--- src/rtl/mips_lite_mc_core_if.sv ---
// Memory-side handshake bundle of the multi-cycle MIPS-lite core.
// The core drives the master modport. Memories or models drive the slave modport.
interface mips_lite_mc_core_if #(
    parameter int ADDR_W = 8
);
    logic              imem_req;
    logic [ADDR_W-1:0] imem_addr;
    logic [31:0]       imem_rdata;
    logic              imem_ready;
    logic              dmem_req;
    logic              dmem_we;
    logic [ADDR_W-1:0] dmem_addr;
    logic [31:0]       dmem_wdata;
    logic [31:0]       dmem_rdata;
    logic              dmem_ready;

    modport master (
        output imem_req, imem_addr,
        input  imem_rdata, imem_ready,
        output dmem_req, dmem_we, dmem_addr, dmem_wdata,
        input  dmem_rdata, dmem_ready
    );

    modport slave (
        input  imem_req, imem_addr,
        output imem_rdata, imem_ready,
        input  dmem_req, dmem_we, dmem_addr, dmem_wdata,
        output dmem_rdata, dmem_ready
    );
endinterface

--- src/rtl/mips_lite_mc_core.sv ---
// Multi-cycle MIPS-lite core: one FSM steps FETCH/DECODE/EXEC/MEM/WB around a single shared ALU.
// Instruction and data memories sit behind req/ready handshakes.
module mips_lite_mc_core #(
    parameter int ADDR_W    = 8,
    parameter int NREG_LOG2 = 5,
    parameter int RESET_PC  = 0,
    parameter int LINK_REG  = 25
) (
    input  logic                clk,
    input  logic                rst_n,
    mips_lite_mc_core_if.master bus,
    output logic [2:0]          flags,
    output logic                halted,
    output logic                illegal,
    output logic [31:0]         retired
);
    localparam int NREG = 1 << NREG_LOG2;

    localparam logic [5:0] OP_RTYPE = 6'h00, OP_REGIMM = 6'h01, OP_J  = 6'h02, OP_BEQ  = 6'h04;
    localparam logic [5:0] OP_ORI   = 6'h0D, OP_LW     = 6'h23, OP_SW = 6'h2B, OP_HALT = 6'h3F;
    localparam logic [5:0] F_ADD = 6'h20, F_SUB = 6'h22, F_AND = 6'h24, F_OR = 6'h25, F_SLT = 6'h2A;
    localparam logic [2:0] ALU_ADD = 3'd0, ALU_SUB = 3'd1, ALU_AND = 3'd2, ALU_OR = 3'd3, ALU_SLT = 3'd4;

    typedef enum logic [2:0] {S_FETCH, S_DECODE, S_EXEC, S_MEM, S_WB, S_HALT} state_t;

    state_t             state_q, state_d;
    logic [ADDR_W-1:0]  pc_q, pc_d, t_q, t_d;
    logic [31:0]        ir_q, ir_d, a_q, a_d, b_q, b_d, alu_q, alu_d, mdr_q, mdr_d;
    logic [2:0]         flags_q, flags_d;
    logic               halted_q, halted_d, illegal_q, illegal_d;
    logic [31:0]        retired_q, retired_d;
    logic [31:0]        rf_q [NREG];
    logic               rf_we;
    logic [NREG_LOG2-1:0] rf_waddr;
    logic [31:0]        rf_wdata;

    logic [5:0]           opcode, funct;
    logic [NREG_LOG2-1:0] rs_idx, rt_idx, rd_idx;
    logic [31:0]          imm_sext, imm_zext;
    logic                 rtype_ok, is_bltzal, op_legal;

    assign opcode    = ir_q[31:26];
    assign funct     = ir_q[5:0];
    assign rs_idx    = ir_q[21 +: NREG_LOG2];
    assign rt_idx    = ir_q[16 +: NREG_LOG2];
    assign rd_idx    = ir_q[11 +: NREG_LOG2];
    assign imm_sext  = {{16{ir_q[15]}}, ir_q[15:0]};
    assign imm_zext  = {16'h0000, ir_q[15:0]};
    assign rtype_ok  = (funct == F_ADD) || (funct == F_SUB) || (funct == F_AND) ||
                       (funct == F_OR)  || (funct == F_SLT);
    assign is_bltzal = (opcode == OP_REGIMM) && (ir_q[20:16] == 5'b10000);
    assign op_legal  = ((opcode == OP_RTYPE) && rtype_ok) || is_bltzal ||
                       (opcode inside {OP_J, OP_BEQ, OP_ORI, OP_LW, OP_SW, OP_HALT});

    // Requests are gated by rst_n so they drop the instant reset asserts.
    assign bus.imem_req   = rst_n && (state_q == S_FETCH);
    assign bus.imem_addr  = pc_q;
    assign bus.dmem_req   = rst_n && (state_q == S_MEM);
    assign bus.dmem_we    = rst_n && (state_q == S_MEM) && (opcode == OP_SW);
    assign bus.dmem_addr  = alu_q[ADDR_W-1:0];
    assign bus.dmem_wdata = b_q;

    assign flags   = flags_q;
    assign halted  = halted_q;
    assign illegal = illegal_q;
    assign retired = retired_q;

    logic [2:0]  alu_op;
    logic [31:0] alu_b, alu_sum, alu_diff, alu_res;
    logic        alu_v, flag_upd;

    always_comb begin
        alu_op   = ALU_ADD;
        alu_b    = b_q;
        flag_upd = 1'b0;
        case (opcode)
            OP_RTYPE: begin
                flag_upd = 1'b1;
                case (funct)
                    F_SUB:   alu_op = ALU_SUB;
                    F_AND:   alu_op = ALU_AND;
                    F_OR:    alu_op = ALU_OR;
                    F_SLT:   alu_op = ALU_SLT;
                    default: alu_op = ALU_ADD;
                endcase
            end
            OP_ORI:       begin alu_op = ALU_OR;  alu_b = imm_zext; flag_upd = 1'b1; end
            OP_LW, OP_SW: begin alu_op = ALU_ADD; alu_b = imm_sext; end
            OP_BEQ:       begin alu_op = ALU_SUB; flag_upd = 1'b1; end
            OP_REGIMM:    begin alu_op = ALU_SUB; alu_b = '0; flag_upd = 1'b1; end
            default:      ;
        endcase
        alu_sum  = a_q + alu_b;
        alu_diff = a_q - alu_b;
        alu_v    = 1'b0;
        case (alu_op)
            ALU_ADD: begin
                alu_res = alu_sum;
                alu_v   = (a_q[31] == alu_b[31]) && (alu_sum[31] != a_q[31]);
            end
            ALU_SUB: begin
                alu_res = alu_diff;
                alu_v   = (a_q[31] != alu_b[31]) && (alu_diff[31] != a_q[31]);
            end
            ALU_AND: alu_res = a_q & alu_b;
            ALU_OR:  alu_res = a_q | alu_b;
            default: alu_res = {31'd0, $signed(a_q) < $signed(alu_b)};
        endcase
    end

    always_comb begin
        state_d   = state_q;
        pc_d      = pc_q;
        t_d       = t_q;
        ir_d      = ir_q;
        a_d       = a_q;
        b_d       = b_q;
        alu_d     = alu_q;
        mdr_d     = mdr_q;
        flags_d   = flags_q;
        halted_d  = halted_q;
        illegal_d = illegal_q;
        retired_d = retired_q;
        rf_we     = 1'b0;
        rf_waddr  = '0;
        rf_wdata  = '0;
        case (state_q)
            S_FETCH: if (bus.imem_ready) begin
                ir_d    = bus.imem_rdata;
                pc_d    = pc_q + ADDR_W'(4);
                state_d = S_DECODE;
            end
            S_DECODE: begin
                a_d = rf_q[rs_idx];
                b_d = rf_q[rt_idx];
                t_d = pc_q + ADDR_W'({imm_sext[29:0], 2'b00});
                if (!op_legal) begin
                    illegal_d = 1'b1;
                    halted_d  = 1'b1;
                    state_d   = S_HALT;
                end else if (opcode == OP_HALT) begin
                    halted_d  = 1'b1;
                    retired_d = retired_q + 32'd1;
                    state_d   = S_HALT;
                end else begin
                    state_d = S_EXEC;
                end
            end
            S_EXEC: begin
                alu_d = alu_res;
                if (flag_upd) flags_d = {alu_v, alu_res == 32'd0, alu_res[31]};
                case (opcode)
                    OP_LW, OP_SW: state_d = S_MEM;
                    OP_BEQ, OP_J, OP_REGIMM: begin
                        if (opcode == OP_BEQ && alu_res == 32'd0) pc_d = t_q;
                        if (opcode == OP_J)
                            pc_d = ADDR_W'((32'(pc_q) & 32'hF000_0000) | {4'h0, ir_q[25:0], 2'b00});
                        // BLTZAL links the already-incremented PC, i.e. the fall-through address.
                        if (opcode == OP_REGIMM && a_q[31]) begin
                            rf_we    = 1'b1;
                            rf_waddr = NREG_LOG2'(LINK_REG);
                            rf_wdata = 32'(pc_q);
                            pc_d     = t_q;
                        end
                        retired_d = retired_q + 32'd1;
                        state_d   = S_FETCH;
                    end
                    default: state_d = S_WB;
                endcase
            end
            S_MEM: if (bus.dmem_ready) begin
                if (opcode == OP_SW) begin
                    retired_d = retired_q + 32'd1;
                    state_d   = S_FETCH;
                end else begin
                    mdr_d   = bus.dmem_rdata;
                    state_d = S_WB;
                end
            end
            S_WB: begin
                rf_we     = 1'b1;
                rf_waddr  = (opcode == OP_RTYPE) ? rd_idx : rt_idx;
                rf_wdata  = (opcode == OP_LW) ? mdr_q : alu_q;
                retired_d = retired_q + 32'd1;
                state_d   = S_FETCH;
            end
            S_HALT:  ;
            default: state_d = S_FETCH;
        endcase
    end

    always_ff @(posedge clk or negedge rst_n) begin
        if (!rst_n) begin
            state_q   <= S_FETCH;
            pc_q      <= ADDR_W'(RESET_PC);
            t_q       <= '0;
            ir_q      <= '0;
            a_q       <= '0;
            b_q       <= '0;
            alu_q     <= '0;
            mdr_q     <= '0;
            flags_q   <= '0;
            halted_q  <= 1'b0;
            illegal_q <= 1'b0;
            retired_q <= '0;
            for (int i = 0; i < NREG; i++) rf_q[i] <= '0;
        end else begin
            state_q   <= state_d;
            pc_q      <= pc_d;
            t_q       <= t_d;
            ir_q      <= ir_d;
            a_q       <= a_d;
            b_q       <= b_d;
            alu_q     <= alu_d;
            mdr_q     <= mdr_d;
            flags_q   <= flags_d;
            halted_q  <= halted_d;
            illegal_q <= illegal_d;
            retired_q <= retired_d;
            if (rf_we && rf_waddr != '0) rf_q[rf_waddr] <= rf_wdata;
        end
    end
endmodule

--- src/flat_wrapper.sv ---
// flat-port wrapper written by rule: the top's interface ports become plain ports
module mips_lite_mc_core_flat 
#(
    parameter int ADDR_W    = 8,
    parameter int NREG_LOG2 = 5,
    parameter int RESET_PC  = 0,
    parameter int LINK_REG  = 25
)
  (clk, rst_n, flags, halted, illegal, retired, bus_imem_req, bus_imem_addr, bus_imem_rdata, bus_imem_ready, bus_dmem_req, bus_dmem_we, bus_dmem_addr, bus_dmem_wdata, bus_dmem_rdata, bus_dmem_ready);
  mips_lite_mc_core_if #(.ADDR_W(ADDR_W)) bus_i ();
  input  logic clk;
  input  logic rst_n;
  output logic [2:0] flags;
  output logic halted;
  output logic illegal;
  output logic [31:0] retired;
  output wire logic [$bits(bus_i.imem_req)-1:0] bus_imem_req;
  output wire logic [$bits(bus_i.imem_addr)-1:0] bus_imem_addr;
  input wire logic [$bits(bus_i.imem_rdata)-1:0] bus_imem_rdata;
  input wire logic [$bits(bus_i.imem_ready)-1:0] bus_imem_ready;
  output wire logic [$bits(bus_i.dmem_req)-1:0] bus_dmem_req;
  output wire logic [$bits(bus_i.dmem_we)-1:0] bus_dmem_we;
  output wire logic [$bits(bus_i.dmem_addr)-1:0] bus_dmem_addr;
  output wire logic [$bits(bus_i.dmem_wdata)-1:0] bus_dmem_wdata;
  input wire logic [$bits(bus_i.dmem_rdata)-1:0] bus_dmem_rdata;
  input wire logic [$bits(bus_i.dmem_ready)-1:0] bus_dmem_ready;
  assign bus_imem_req = bus_i.imem_req;
  assign bus_imem_addr = bus_i.imem_addr;
  assign bus_i.imem_rdata = bus_imem_rdata;
  assign bus_i.imem_ready = bus_imem_ready;
  assign bus_dmem_req = bus_i.dmem_req;
  assign bus_dmem_we = bus_i.dmem_we;
  assign bus_dmem_addr = bus_i.dmem_addr;
  assign bus_dmem_wdata = bus_i.dmem_wdata;
  assign bus_i.dmem_rdata = bus_dmem_rdata;
  assign bus_i.dmem_ready = bus_dmem_ready;
  mips_lite_mc_core #(.ADDR_W(ADDR_W), .NREG_LOG2(NREG_LOG2), .RESET_PC(RESET_PC), .LINK_REG(LINK_REG)) u_core (.clk(clk), .rst_n(rst_n), .bus(bus_i), .flags(flags), .halted(halted), .illegal(illegal), .retired(retired));
endmodule
--- config.mk ---
export PLATFORM = sky130hd
export DESIGN_NAME = mips_lite_mc_core_flat
export DESIGN_NICKNAME = d
export VERILOG_FILES = /design/src/rtl/mips_lite_mc_core_if.sv /design/src/rtl/mips_lite_mc_core.sv /design/src/flat_wrapper.sv
export SDC_FILE = /design/constraint.sdc
export NUM_CORES = 2
export LEC_CHECK = 0
export CORE_ASPECT_RATIO = 0.6
export CORE_MARGIN = 4
export CORE_UTILIZATION = 35
export DETAILED_ROUTE_END_ITERATION = 10
export GPL_TIMING_DRIVEN = 0
export SETUP_SLACK_MARGIN = 0.1
export SYNTH_ARGS = -nofsm -noshare
export SYNTH_HDL_FRONTEND = slang
export SYNTH_SLANG_ARGS = --single-unit
--- constraint.sdc ---
create_clock -name clk -period 8.5 [get_ports clk]
set_input_delay 2.55 -clock clk [delete_from_list [all_inputs] [get_ports clk]]
set_output_delay 2.55 -clock clk [all_outputs]
set_load 0.01 [all_outputs]
==> Word-level counts from Yosys, hierarchy flattened <==
Cells that the tools add are included.
{ "classes": {"n_addsub": 5, "magnitude_cmp": 5, "eq_ne": 33, "muxes": 47, "n_bitwise": 8, "reduce_logical": 37} }
{ "ops": {"columns": ["operator", "count"], "rows": [
  ["$bwmux 1024", 1],
  ["$mux 32", 12],
  ["$bmux 32 s5", 2],
  ["$pmux 32 s4", 2],
  ["$demux 32 s5", 1],
  ["$pmux 32 s3", 1],
  ["$pmux 32 s2", 1],
  ["$eq 6x6->1 const B", 8],
  ["$mux 8", 6],
  ["$add 32x1->32 const B", 1],
  ["$add 32x32->32", 1],
  ["$and 32x32->32", 1],
  ["$logic_not 32->1", 1],
  ["$lt 32x32->1", 1],
  ["$or 32x32->32", 1],
  ["$sub 32x32->32", 1],
  ["$ge 6x6->1 const B", 3],
  ["$not 5->6", 3],
  ["$pmux 8 s2", 1],
  ["$mux 3", 5],
  ["$mux 5", 3],
  ["$pmux 3 s5", 1],
  ["$eq 3x2->1 const B", 4],
  ["$pmux 3 s4", 1],
  ["36 further kinds", 73]
]} }
{ "totals": {"regBits": 1240, "in_bits": 68, "out_inout_bits": 88, "elab_cells": 179} }

==> Depth between registers and ports, before layout <==
{ "depth": {"depth_word": 12, "ltp_mapped": 24, "ltp_nobuf": 18} }

==> Worst setup path after synthesis <==
OpenSTA, ideal clock, no wires.
{ "synth_path": {"path_type": "register -> register", "from": "reg u_core.ir_q[27]", "to": "reg u_core.pc_q[4] (netlist: u_core.bus.imem_addr[4])", "setup_ns": 0.087, "arrival_time_ns": 6.310, "required_time_ns": 8.413, "path_slack_ns": 2.104, "path_stages_with_launch": 24, "n_path_buf": 5, "synth_period_minus_slack_ns": 6.396, "cell_sequence": "dfrtp_1 clkbuf_1 nor2b_1 nand4_1 o21ai_0 clkbuf_1 buf_1 nand2_1 o21ai_0 inv_1 ha_1 buf_6 or4_4 or4b_1 a211oi_2 o31ai_1 o211ai_2 mux2i_1 or4_1 or4_1 or4_1 buf_2 or4_1 o211ai_1"} }
{ "synth_via": {"elab_chain_cells": 9, "word_cells_on_any_way": 32, "classes_between": "2 x add/sub; 1 x order compare; 11 x eq/ne; 7 x mux; 2 x bitwise; 9 x reduce/logical"} }
{ "synth_rtl": {"columns": ["item", "line", "text"], "rows": [
  ["start: declaration", "mips_lite_mc_core.sv:28", "logic [31:0] ir_q, ir_d, a_q, a_d, b_q, b_d, alu_q, alu_d, mdr_q, mdr_d;"],
  ["start signal: assignment", "mips_lite_mc_core.sv:211", "ir_q <= ir_d;"],
  ["$eq 6x6->1, or another cell as far along", "mips_lite_mc_core.sv:76", "case (opcode)"],
  ["$reduce_or 2->1, on equally long branches", null, null],
  ["$pmux 32 s3 / $pmux 3 s3 (equally long branches)", "mips_lite_mc_core.sv:76", null],
  ["$sub 32x32->32, or another cell as far along", "mips_lite_mc_core.sv:94", "alu_diff = a_q - alu_b;"],
  ["$pmux 32 s4", "mips_lite_mc_core.sv:96", "case (alu_op)"],
  ["$logic_not 32->1", "mips_lite_mc_core.sv:155", "if (opcode == OP_BEQ && alu_res == 32'd0) pc_d = t_q;"],
  ["$logic_and 1x1->1", "mips_lite_mc_core.sv:155", null],
  ["$ne 4x1->1 (no source line)", null, null],
  ["$reduce_and 4->1 (no source line)", null, null],
  ["end signal: assignment", "mips_lite_mc_core.sv:195", "pc_q <= ADDR_W'(RESET_PC);"],
  ["end signal: assignment", "mips_lite_mc_core.sv:209", "pc_q <= pc_d;"],
  ["end: declaration", "mips_lite_mc_core.sv:27", "logic [ADDR_W-1:0] pc_q, pc_d, t_q, t_d;"]
]} }
Several ways; a longest one is shown, not always the timed one. The select of a mux whose other input is x is not followed.
A chain may end at the register's enable or synchronous reset.

==> Worst setup path in the final report <==
Same ends and word-level chain as after synthesis.

==> flow_summary.json <==
{
  "status": "finished, violations left",
  "violations": "max-capacitance violations, max-slew violations",
  "synth_edf_count": 0,
  "power.total_mw": 20.0,
  "wirelength_mm": 294,
  "holdPathEnd": "u_core.illegal$_DFFE_PN0P_",
  "clk_latency_ns": 0.75,
  "cap_violations": 4,
  "syn_avg_cell_area_um2": 10.9,
  "setup_viol": 0,
  "synth-simple-area-share_pct": 10.4,
  "max_stage_delay_ns": 0.84,
  "antenna_found_initial": 8,
  "port_buffers": 155,
  "die_h_um": 347,
  "routedWlPerCell_um": 32.6,
  "cts-root-buf": "clkbuf_16",
  "htree_levels": 3,
  "core-area_um2": 189000,
  "power_density_nw_per_um2": 263,
  "crit_start": "u_core.ir_q[27]$_DFFE_PN0P_",
  "crit_chain": "clkbuf_1 > nand4b_1 > o21ai_2 > clkdlybuf4s15_1 > o21ai_0 > ha_1 > fa_1 > nor2_1 > o311ai_2 > a21oi_2 > nor2_1 > a221o_1 > a21oi_1 > and4_1 > nand4_1 > or4_1 > buf_2 > or4_1 > o211ai_1",
  "worstPathMaxFanout": 10,
  "detailroute.via_count": 57100,
  "r2r_slack_ns": 0.008,
  "start_util_pct": 35.5,
  "layout-drive-gt1-share_pct": 15.6,
  "die_x_um": 573,
  "crit_path_start_kind": "flip-flop",
  "relSlewSlack_pct": -8.08,
  "cp.required_ns": 9.14,
  "power_frac_seq_pct": 31.8,
  "synth_xor_area_share_pct": 0.707,
  "maxSlewViolCount": 35,
  "worst_pin_slew_ns": 1.62,
  "cp.arrival_ns": 9.13,
  "route.detailed.drc": 0,
  "synth_top_family_by_area": "multiplexers",
  "grt_max_degree": 173,
  "synthFlopType": "dfrtp_1",
  "place_hpwl_mm": 229,
  "die-area_um2": 199000,
  "viasPerCell": 6.34,
  "cts.clk_slew.worst_paths_ns": 0.07,
  "combPwrFrac_pct": 40.7,
  "cts_made_buffers": 111,
  "path_class": "flip-flop to flip-flop",
  "endpoint_kind": "flip-flop",
  "p_int_mw": 11.4,
  "holdPathStages": 1,
  "n_fill_cell": 18300,
  "grt_pass1_vias": 53800,
  "reg2reg_depth": 19,
  "synth.mux.area_fraction_pct": 23.9,
  "whs_ns": 0.459,
  "fin_skew_ns": 0.0409,
  "ys_seq_area_share_pct": 46.4,
  "worst_hold_startpoint": "u_core.illegal$_DFFE_PN0P_",
  "cts_max_path_buffers": 3,
  "ant_nets": 0,
  "post_dp_cell_area_um2": 72000,
  "hold_class": "flip-flop to flip-flop",
  "fp-row-count": 123,
  "p_switching_mw": 8.57,
  "layout_commonest_cell": "nand2_1",
  "synth_nets": 6300,
  "grt_setup_unrepaired": "no",
  "finalNetCount": 6587,
  "post-route-period-util_pct": 99.9,
  "grt-ovfl-total": 0,
  "finalCriticalPeriod_ns": 8.49,
  "cts_tree": "built",
  "synth_compound_area_share_pct": 12.5,
  "p_sw_share_pct": 42.9,
  "syn_area_um2": 66900,
  "clock_power_share_pct": 27.5,
  "mostFrequentLayoutCells": "1373 x nand2_1, 1240 x dfrtp_1, 1155 x o21ai_0",
  "leakagePower_nw": 30.7,
  "fmax_ghz": 0.118,
  "synth_adder_area_share_pct": 2.18,
  "io_pins": 156,
  "holdBufCountCts": 0,
  "r2r_start": "u_core.ir_q[27]$_DFFE_PN0P_",
  "gp_congestion": 0.997,
  "synthArstFlopShare_pct": 100,
  "grt_first_pass_wirelength_mm": 413,
  "final_cells": 9007,
  "track_usage_pct": 29.1,
  "r2r_end": "u_core.bus.imem_addr[4]$_DFFE_PN0P_",
  "peakVddDrop_mv": 0.269,
  "final_cell_area_um2": 76000,
  "finalHoldViolations": 0,
  "ys_warn_count": 0,
  "synth_cells": 6117,
  "dp.cells": 8790,
  "crit_slowest_cell": "clkdlybuf4s15_1",
  "areaGrowthSynthToFinish_pct": 13.6,
  "ys_types": 84,
  "firstDrtPassIters": 6,
  "ys_seq_elements": 1240,
  "fin_util_pct": 40.3,
  "cts.sinks": 1240,
  "first_iter_violations": 8746
}
[state kept, by name, indices dropped and copies added, names as in the netlist, 8 cells and up]
| signal | flops |
|---|---|
| u_core.rf_q | 1024 |
| u_core.a_q | 32 |
| u_core.alu_q | 32 |
| u_core.bus.dmem_wdata | 32 |
| u_core.ir_q | 32 |
| u_core.mdr_q | 32 |
| u_core.retired | 32 |
| u_core.bus.imem_addr | 8 |
| u_core.t_q | 8 |
[cells in the mapped netlist, types with 62 or more instances]
library cell,instances,share of area [%]
a21oi_1,109,0.82
buf_1,62,0.35
clkbuf_1,518,2.9
dfrtp_1,1240,46
ha_1,112,2.1
inv_1,103,0.58
mux2_2,66,1.1
mux2i_1,80,1.2
mux4_2,641,22
nand2_1,1373,7.7
nor2_1,104,0.58
o21ai_0,1161,8.7
[layer usage]
| metal | track usage [%] | up-vias | part of all wire (%) |
|---|---|---|---|
| met4 | 6.39 | 14 | 2.5 |
| met3 | 15.1 | 434 | 17 |
| met1 | 45.1 | 29800 | 44 |
| met5 | 1.19 | - | 0.15 |
| met2 | 34.7 | 4186 | 36 |
| li1 | - | 22700 | - |
[worst max-delay path by stage]
| stage | endpoint | slack, ns | cells past startpoint |
|---|---|---|---|
| CTS | u_core.bus.imem_addr[4]$_DFFE_PN0P_ | 0.10 | 21 |
| global placement | u_core.rf_q[25]$_DFFE_PN0P_ | -52.53 | 1 |
| detailed placement | u_core.bus.imem_addr[4]$_DFFE_PN0P_ | -1.48 | 24 |
| global route | u_core.bus.imem_addr[7]$_DFFE_PN0P_ | 0.11 | 19 |
| finish | u_core.bus.imem_addr[4]$_DFFE_PN0P_ | 0.008 | 19 |
| floorplan | u_core.bus.imem_addr[4]$_DFFE_PN0P_ | 2.10 | 23 |
[final cells by class]
cell class / count / area, um^2 / share of cell area (%)
Clock buffer: 155 / 3220 / 4.24
Multi-Input combinational cell: 4179 / 33400 / 43.9
Clock inverter: 51 / 596 / 0.783
Timing Repair Buffer: 176 / 1930 / 2.54
Inverter: 105 / 394 / 0.518
Antenna cell: 10 / 25.0 / 0.0329
Buffer: 591 / 2320 / 3.05
Tap cell: 2500 / 3130 / 4.11
Sequential cell: 1240 / 31000 / 40.8
[power by group through the flow]
stage / clock, mW / combinational [mW] / sequential, mW
final: 5.51 / 8.13 / 6.36
after CTS: 5.51 / 7.60 / 6.36
after floorplan: 0 / 4.22 / 6.37
after global routing: 5.75 / 8.30 / 6.38
after detailed placement: 0 / 7.56 / 6.47
after global placement: 0 / 7.47 / 6.50
[stage by stage]
step	TNS [ns]	setup slack, ns
floorplan	0	2.10
global placement	-	-52.53
detailed placement	-12.09	-1.48
CTS	0	0.105
global route	0	0.111
finish	0	0.00753
[critical path, delay by kind of cell (launching register included)]
family / cells / cell delay (ns)
and+or+nand+nor: 7 / 2.87
AOI/OAI and AO/OA: 7 / 2.68
adders and majority gates: 2 / 0.83
DFF: 1 / 0.37
buffers and inverters: 3 / 1.56
[logic make-up (layout without fill, tap and decap cells)]
kind of cell    count (synthesis)  count (layout)
fa+ha+maj                     115             115
mux                           787             787
simple gates                 1707            1707
other cells                     0              10
flops                        1240            1240
xor+xnor                       54              54
compound gates               1516            1516
buf+inv                       698            1078
[what timing repair did]
action | in CTS | in global routing
gates resized for setup | 12 | 35
pin swaps | 1 | 1
buffers inserted | 1 | 1
endpoints found under the setup margin | 12 | 9
(Power assumes the default switching activity.)
